### config.mk
export PLATFORM = sky130hd
export DESIGN_NAME = key_eeprom_reader
export DESIGN_NICKNAME = d
export VERILOG_FILES = /design/src/rtl/key_eeprom_pkg.sv /design/src/rtl/spi_bit_engine.sv /design/src/rtl/key_eeprom_reader.sv
export SDC_FILE = /design/constraint.sdc
export NUM_CORES = 1
export LEC_CHECK = 0
export ABC_AREA = 1
export BUFFER_PORTS_ARGS = -buffer_cell sky130_fd_sc_hd__buf_2
export CORE_ASPECT_RATIO = 1.25
export CORE_MARGIN = 1.5
export CORE_UTILIZATION = 50
export DETAILED_ROUTE_END_ITERATION = 10
export PLACE_DENSITY_LB_ADDON = 0.3
export SYNTH_ARGS = -nofsm -noshare
export SYNTH_HDL_FRONTEND = slang
export SYNTH_SLANG_ARGS = --single-unit
### constraint.sdc
create_clock -name clk -period 2.6 [get_ports clk]
set_clock_uncertainty 0.2 [all_clocks]
set_input_delay 0.13 -clock clk [delete_from_list [all_inputs] [get_ports clk]]
set_output_delay 0.13 -clock clk [all_outputs]
set_load 0.1 [all_outputs]
### src/rtl/key_eeprom_pkg.sv
// Shared types and constants for the key EEPROM reader.
// Latency: n/a (declarations only).
// Backpressure: n/a.
package key_eeprom_pkg;

  typedef enum logic [2:0] {
    ST_IDLE,
    ST_SETUP,
    ST_SHIFT,
    ST_HOLD,
    ST_GAP
  } state_t;

  localparam logic [7:0] EE_CMD_READ = 8'h03;
  localparam int         FRAME_BITS  = 24;
  localparam int         DATA_BITS   = 8;

endpackage

### src/rtl/spi_bit_engine.sv
// SPI mode-0 bit engine: sclk divider, MSB-first shift out, sample in.
// Latency: len*2*CLK_DIV cycles from start to done (done is combinational in the last cycle).
// Backpressure: none; start/load must only be issued while the engine is idle.
//
// Ports: clk/rst_n; load + load_dat preload the transmit register (MOSI shows
// its MSB immediately); start + len clock out len bits; done marks the last
// high phase; rx_dat holds the last RX_BITS bits sampled from miso.
module spi_bit_engine #(
  parameter int CLK_DIV  = 2,
  parameter int MAX_BITS = 24,
  parameter int RX_BITS  = 8,
  parameter int LEN_W    = $clog2(MAX_BITS + 1)
) (
  input  logic                clk,
  input  logic                rst_n,
  input  logic                load,
  input  logic [MAX_BITS-1:0] load_dat,
  input  logic                start,
  input  logic [LEN_W-1:0]    len,
  input  logic                miso,
  output logic                sclk,
  output logic                mosi,
  output logic [RX_BITS-1:0]  rx_dat,
  output logic                done
);

  localparam int DIV_W = (CLK_DIV > 1) ? $clog2(CLK_DIV) : 1;

  logic [MAX_BITS-1:0] tx_sr;
  logic [RX_BITS-1:0]  rx_sr;
  logic                active;
  logic                sclk_q;
  logic [DIV_W-1:0]    div_cnt;
  logic [LEN_W-1:0]    bit_cnt;
  logic [LEN_W-1:0]    len_q;
  logic                phase_end;
  logic                last_bit;
  logic                capture;

  assign phase_end = active && (div_cnt == DIV_W'(CLK_DIV - 1));
  assign last_bit  = (bit_cnt == len_q - LEN_W'(1));
  // Only the trailing RX_BITS bits of a frame are the data phase.
  assign capture   = (bit_cnt >= len_q - LEN_W'(RX_BITS));
  assign done      = phase_end && sclk_q && last_bit;

  assign sclk   = sclk_q;
  assign mosi   = tx_sr[MAX_BITS-1];
  assign rx_dat = rx_sr;

  always_ff @(posedge clk or negedge rst_n) begin
    if (!rst_n) begin
      tx_sr   <= '0;
      rx_sr   <= '0;
      active  <= 1'b0;
      sclk_q  <= 1'b0;
      div_cnt <= '0;
      bit_cnt <= '0;
      len_q   <= '0;
    end else if (start) begin
      active  <= 1'b1;
      sclk_q  <= 1'b0;
      div_cnt <= '0;
      bit_cnt <= '0;
      len_q   <= len;
    end else if (active) begin
      if (phase_end) begin
        div_cnt <= '0;
        if (!sclk_q) begin
          // Rising edge: sample MISO on the same clk edge sclk goes high.
          sclk_q <= 1'b1;
          if (capture) rx_sr <= {rx_sr[RX_BITS-2:0], miso};
        end else begin
          // Falling edge: advance MOSI to the next bit.
          sclk_q  <= 1'b0;
          tx_sr   <= {tx_sr[MAX_BITS-2:0], 1'b0};
          bit_cnt <= bit_cnt + LEN_W'(1);
          if (last_bit) active <= 1'b0;
        end
      end else begin
        div_cnt <= div_cnt + DIV_W'(1);
      end
    end else if (load) begin
      tx_sr <= load_dat;
    end
  end

endmodule

### src/rtl/key_eeprom_reader.sv
// Byte reads of a 128-byte 25xx010 SPI EEPROM (READ 0x03) for the auth FSM.
// Latency: request cycle 0 -> key_data_valid in cycle 50*CLK_DIV+1 (16*CLK_DIV+1 for sequential bytes).
// Backpressure: one pending slot filled during GAP; other requests are dropped with req_dropped.
//
// Ports: key_load_req/key_addr in, key_data/key_data_valid out, busy,
// req_dropped, and the SPI pins spi_sclk/spi_cs_n/spi_mosi/spi_miso.
// Optional macro KEY_EEPROM_SEQ_READ_EN: consecutive addresses continue the
// open frame with only 8 more data clocks instead of a new 24-bit frame.
module key_eeprom_reader
  import key_eeprom_pkg::*;
#(
  parameter int CLK_DIV = 2,
  parameter int CS_GAP  = 4
) (
  input  logic       clk,
  input  logic       rst_n,
  input  logic       key_load_req,
  input  logic [6:0] key_addr,
  output logic [7:0] key_data,
  output logic       key_data_valid,
  output logic       busy,
  output logic       req_dropped,
  output logic       spi_sclk,
  output logic       spi_cs_n,
  output logic       spi_mosi,
  input  logic       spi_miso
);

  localparam int CNT_MAX = (CLK_DIV > CS_GAP) ? CLK_DIV : CS_GAP;
  localparam int CNT_W   = $clog2(CNT_MAX + 1);
  localparam int LEN_W   = $clog2(FRAME_BITS + 1);

  state_t           state, state_nxt;
  logic [CNT_W-1:0] cnt, cnt_nxt;
  logic             cs_n_q, cs_n_nxt;
  logic [7:0]       key_data_q;
  logic             valid_q, valid_nxt;
  logic             dropped_q, drop_nxt;
  logic [6:0]       addr_q, new_addr;
  logic             pend_vld, pend_vld_nxt;
  logic [6:0]       pend_addr, pend_addr_nxt;
  logic             launch;
  logic [6:0]       launch_addr;
  logic             eng_load, eng_start, eng_done;
  logic [LEN_W-1:0] eng_len;
  logic [7:0]       eng_rx;
`ifdef KEY_EEPROM_SEQ_READ_EN
  logic             seq_open, seq_open_nxt;   // frame kept open after a byte
  logic             seq_frame, seq_frame_nxt; // current SHIFT is an 8-bit continuation
`endif

  spi_bit_engine #(
    .CLK_DIV  (CLK_DIV),
    .MAX_BITS (FRAME_BITS),
    .RX_BITS  (DATA_BITS),
    .LEN_W    (LEN_W)
  ) u_engine (
    .clk      (clk),
    .rst_n    (rst_n),
    .load     (eng_load),
    .load_dat ({EE_CMD_READ, 1'b0, new_addr, 8'h00}),
    .start    (eng_start),
    .len      (eng_len),
    .miso     (spi_miso),
    .sclk     (spi_sclk),
    .mosi     (spi_mosi),
    .rx_dat   (eng_rx),
    .done     (eng_done)
  );

  always_comb begin
    state_nxt     = state;
    cnt_nxt       = cnt + CNT_W'(1);
    cs_n_nxt      = cs_n_q;
    valid_nxt     = 1'b0;
    drop_nxt      = key_load_req && (state inside {ST_SETUP, ST_SHIFT, ST_HOLD});
    new_addr      = addr_q;
    pend_vld_nxt  = pend_vld;
    pend_addr_nxt = pend_addr;
    launch        = 1'b0;
    launch_addr   = key_addr;
    eng_load      = 1'b0;
    eng_start     = 1'b0;
    eng_len       = LEN_W'(FRAME_BITS);
`ifdef KEY_EEPROM_SEQ_READ_EN
    seq_open_nxt  = seq_open;
    seq_frame_nxt = seq_frame;
`endif
    case (state)
      ST_IDLE: begin
        cnt_nxt = '0;
        launch  = key_load_req;
      end
      ST_SETUP: begin
        if (cnt == CNT_W'(CLK_DIV - 1)) begin
          eng_start = 1'b1;
          state_nxt = ST_SHIFT;
        end
      end
      ST_SHIFT: begin
        cnt_nxt = '0;
        if (eng_done) begin
`ifdef KEY_EEPROM_SEQ_READ_EN
          if (seq_frame) begin
            // Continuation bytes have no HOLD: report as soon as bits are in.
            valid_nxt     = 1'b1;
            seq_frame_nxt = 1'b0;
            state_nxt     = ST_GAP;
            if (addr_q == 7'h7F) cs_n_nxt = 1'b1;
            else                 seq_open_nxt = 1'b1;
          end else
`endif
          state_nxt = ST_HOLD;
        end
      end
      ST_HOLD: begin
        if (cnt == CNT_W'(CLK_DIV - 1)) begin
          cs_n_nxt  = 1'b1;
          valid_nxt = 1'b1;
          cnt_nxt   = '0;
          state_nxt = ST_GAP;
`ifdef KEY_EEPROM_SEQ_READ_EN
          if (addr_q != 7'h7F) begin
            cs_n_nxt     = 1'b0;
            seq_open_nxt = 1'b1;
          end
`endif
        end
      end
      ST_GAP: begin
`ifdef KEY_EEPROM_SEQ_READ_EN
        if (seq_open) begin
          if (key_load_req && key_addr == 7'(addr_q + 7'd1)) begin
            new_addr      = key_addr;
            eng_start     = 1'b1;
            eng_len       = LEN_W'(DATA_BITS);
            seq_frame_nxt = 1'b1;
            seq_open_nxt  = 1'b0;
            state_nxt     = ST_SHIFT;
          end else if (key_load_req) begin
            // Non-consecutive: close the frame and serve it after a full gap.
            pend_vld_nxt  = 1'b1;
            pend_addr_nxt = key_addr;
            cs_n_nxt      = 1'b1;
            seq_open_nxt  = 1'b0;
            cnt_nxt       = '0;
          end else if (cnt == CNT_W'(CS_GAP - 1)) begin
            cs_n_nxt     = 1'b1;
            seq_open_nxt = 1'b0;
            cnt_nxt      = '0;
          end
        end else
`endif
        begin
          if (key_load_req) begin
            if (pend_vld) begin
              drop_nxt = 1'b1;
            end else begin
              pend_vld_nxt  = 1'b1;
              pend_addr_nxt = key_addr;
            end
          end
          if (cnt == CNT_W'(CS_GAP - 1)) begin
            // A request in the final gap cycle is launched directly.
            if (pend_vld || key_load_req) begin
              launch       = 1'b1;
              launch_addr  = pend_vld ? pend_addr : key_addr;
              pend_vld_nxt = 1'b0;
            end else begin
              state_nxt = ST_IDLE;
            end
          end
        end
      end
      default: state_nxt = ST_IDLE;
    endcase
    if (launch) begin
      new_addr  = launch_addr;
      eng_load  = 1'b1;
      cs_n_nxt  = 1'b0;
      cnt_nxt   = '0;
      state_nxt = ST_SETUP;
    end
  end

  always_ff @(posedge clk or negedge rst_n) begin
    if (!rst_n) begin
      state      <= ST_IDLE;
      cnt        <= '0;
      cs_n_q     <= 1'b1;
      key_data_q <= 8'h00;
      valid_q    <= 1'b0;
      dropped_q  <= 1'b0;
      addr_q     <= '0;
      pend_vld   <= 1'b0;
      pend_addr  <= '0;
`ifdef KEY_EEPROM_SEQ_READ_EN
      seq_open   <= 1'b0;
      seq_frame  <= 1'b0;
`endif
    end else begin
      state     <= state_nxt;
      cnt       <= cnt_nxt;
      cs_n_q    <= cs_n_nxt;
      valid_q   <= valid_nxt;
      dropped_q <= drop_nxt;
      addr_q    <= new_addr;
      pend_vld  <= pend_vld_nxt;
      pend_addr <= pend_addr_nxt;
      if (valid_nxt) key_data_q <= eng_rx;
`ifdef KEY_EEPROM_SEQ_READ_EN
      seq_open  <= seq_open_nxt;
      seq_frame <= seq_frame_nxt;
`endif
    end
  end

  assign spi_cs_n       = cs_n_q;
  assign key_data       = key_data_q;
  assign key_data_valid = valid_q;
  assign req_dropped    = dropped_q;
  assign busy           = (state != ST_IDLE);

endmodule
==> flow_metrics.tcl <==
set metrics [dict create \
    yosysWarnings 0 \
    drt_drc_violations_left 0 \
    postCtsSetupRepairBufs 0 \
    fill_cells 524 \
    die-width_um 72.89 \
    finalNonFillerCells 495 \
    busiest_layer "met2" \
    reg2reg_depth 10 \
    cap_viol_max_count 0 \
    fin_setup_tns_ns 0 \
    syn_inst 367 \
    grtUsageTotal_pct 19.35 \
    finalCoreUtilization_pct 60.54 \
    slew_headroom_pct 67.95 \
    yosysTopAreaCellShare_pct 52.46 \
    grt_pass1_vias 2349 \
    cp_max_fo 26 \
    yosysTopAreaCell "dfrtp_1" \
    synth_area_leaders "dfrtp_1 (52%), nand2_1 (17%), nand3_1 (5.1%)" \
    worst_pin_slew_ns 0.4796 \
    syn-cell-area_sq_mm 0.003053 \
    timing.rr.start "cnt[0]$_DFF_PN0_" \
    fmax_ghz 0.4381 \
    antenna_left 0 \
    core_area_sq_mm 0.005857 \
    vias 2435 \
    io_buffers 24 \
    dieArea_sq_mm 0.006587 \
    regArea_sq_mm 0.001628 \
    period_share_pct 87.78 \
    vdd_drop_max_mv 0.7885 \
    post_drt_wl_per_cell_um 11.64 \
    use_met2_pct 32.65 \
    syn-num-nets 384 \
    hold_viol 0 \
    htree_levels 3 \
    rows 31 \
    post_cts_resized 0 \
    clockBufferDepth 2 \
    cts_buffers 9 \
    cts_tree "done" \
    ys.flop_type "dfrtp_1" \
    place_congestion 0.8130 \
    grt_remaining_overflow 0 \
    drt_wl_total_um 5761 \
    first_pass_iters 4 \
    cts_root_buffer "clkbuf_8" \
    yosysMostFrequentCell "nand2_1" \
    min_path_type "in2async" \
    power_w 0.003869 \
    clk-insertion-delay-late_ns 0.34 \
    synth_seq_cells 65 \
    clock-sinks 65 \
    start_kind "register" \
    hpwl_um 4032 \
    avgSynthCellArea_sq_um 8.319 \
    viasPerCell 4.919 \
    use_met1_pct 23.87 \
    asyncSetResetFlopFracSynth_pct 100.0 \
    crit_start "cnt[0]$_DFF_PN0_" \
    grt_pass1_wl_um 10040 \
    clkTransAtPathRegs_ns 0.08 \
    met3_usage_pct 4.353 \
    rsz0062_at_grt "no" \
    grt_max_degree 29 \
    initial_utilization_pct 52.13 \
    drv_slew 0 \
    synth_common_cells "nand2_1 (142), dfrtp_1 (64), nand3_1 (31)" \
    critical_path_required_ns 2.67 \
    synth_edf_count 0 \
    fin_nets 425 \
    p_per_area_mw_per_mm2 1091 \
    area_delta_synth_final_pct 16.15 \
    outcome "finished clean" \
    leakage_nw 1.883 \
    synth_cell_types 28 \
    r2r-end "u_engine.tx_sr[13]$_DFFE_PN0P_" \
    placed_cells 469 \
    drive_gt1_share_pct 17.68 \
    cts_hold_buf 10 \
    grt_antenna_before_repair 0 \
    final-setup-viol-count 0 \
    synth_seq_area_share_pct 53.32 \
    io_pins 25 \
    period_needed_ns 2.282 \
    setup.worst_path.end_class "register" \
    worstPathArrival_ns 2.36 \
    n_antenna_cell 0 \
    path_class "reg2reg" \
    drt_iter0_markers 144 \
    multi_input_area_sq_mm 0.001239 \
    dieHeight_um 90.37 \
    rrSetupSlack_ns 0.32 \
]
-- worst max path at each step --
stage	endpoint	slack (ns)	cells past startpoint
finish	u_engine.tx_sr[13]$_DFFE_PN0P_	0.32	10
global route	u_engine.tx_sr[11]$_DFFE_PN0P_	0.08	10
CTS	u_engine.tx_sr[13]$_DFFE_PN0P_	0.30	10
detailed placement	u_engine.tx_sr[13]$_DFFE_PN0P_	0.32	10
global placement	u_engine.tx_sr[14]$_DFFE_PN0P_	0.41	10
floorplan	state[0]$_DFFE_PN0P_	0.49	7
-- worst max-delay path, cell delays in order, from the launching register on --
cell     delay (ns)
dfrtp_1        0.38
ha_1           0.16
ha_1           0.31
inv_1          0.09
nor2_1         0.19
nand2_4        0.11
nand3_2        0.10
nand3_4        0.27
inv_2          0.23
nand3_1        0.11
nand2_1        0.06
-- metrics by stage --
step	hold slack, ns	instance area, sq um	setup WS (ns)
floorplan	-0.3656	3053	0.4902
global placement	-0.1530	3251	0.4128
detailed placement	-0.1438	3251	0.3156
CTS	0.02237	3546	0.2999
global route	0.05507	3546	0.08487
finish	0.01702	3546	0.3176
-- cell type report --
class	count	share of cell area, %
Clock buffer	9	3.493
Tap cell	82	2.893
Sequential cell	65	45.91
Multi-Input combinational cell	260	34.93
Inverter	33	3.493
Timing Repair Buffer	39	7.269
Clock inverter	7	2.011
-- registers in the layout (all words and copies together), names as in the netlist --
name and count:
addr_q 7, cnt 3, key_data 8, key_data_valid 1, pend_addr 7, pend_vld 1, req_dropped 1, spi_cs_n 1
state 3, u_engine.active 1, u_engine.bit_cnt 5, u_engine.div_cnt 1, u_engine.len_q 1, u_engine.rx_dat 8, u_engine.sclk 1, u_engine.tx_sr 16
-- where the power goes --
part           leakage [nW]  switching (W)  internal [W]
clock network        0.0912       0.000402      0.000440
logic                 0.951        0.00109      0.000466
registers             0.841       0.000182       0.00129
total                  1.88        0.00167       0.00220
-- layout by cell type, fill, tap and decap left out, types with 2 or more instances in the layout --
cell / n
dlygate4sd3_1: 10
clkinvlp_4: 3
nand2_1: 142
nand3_1: 31
ha_1: 6
inv_2: 4
clkbuf_8: 9
nor2_1: 20
dfrtp_1: 64
o21ai_2: 9
o21ai_0: 21
buf_2: 24
nand3_2: 2
o211ai_1: 2
buf_4: 5
nand4_1: 4
nand2_2: 2
clkinv_2: 2
or2_2: 6
a21oi_1: 7
inv_1: 28
a31oi_1: 2
-- metal layers --
layer,wire [um],vias up
met2,2829,46
met1,2633,1140
li1,-,1243
met5,0,-
met3,209,6
met4,89,0
-- kinds of logic after synthesis --
family / Yosys count / synth area share [%]
buffers and inverters: 42 / 6.106
adder cells (fa/ha/maj): 6 / 2.459
flip-flops: 65 / 53.32
AO/OA/AOI/OAI: 41 / 8.074
AND/OR/NAND/NOR: 213 / 30.04
No activity file was read; power rests on OpenSTA's default activity.
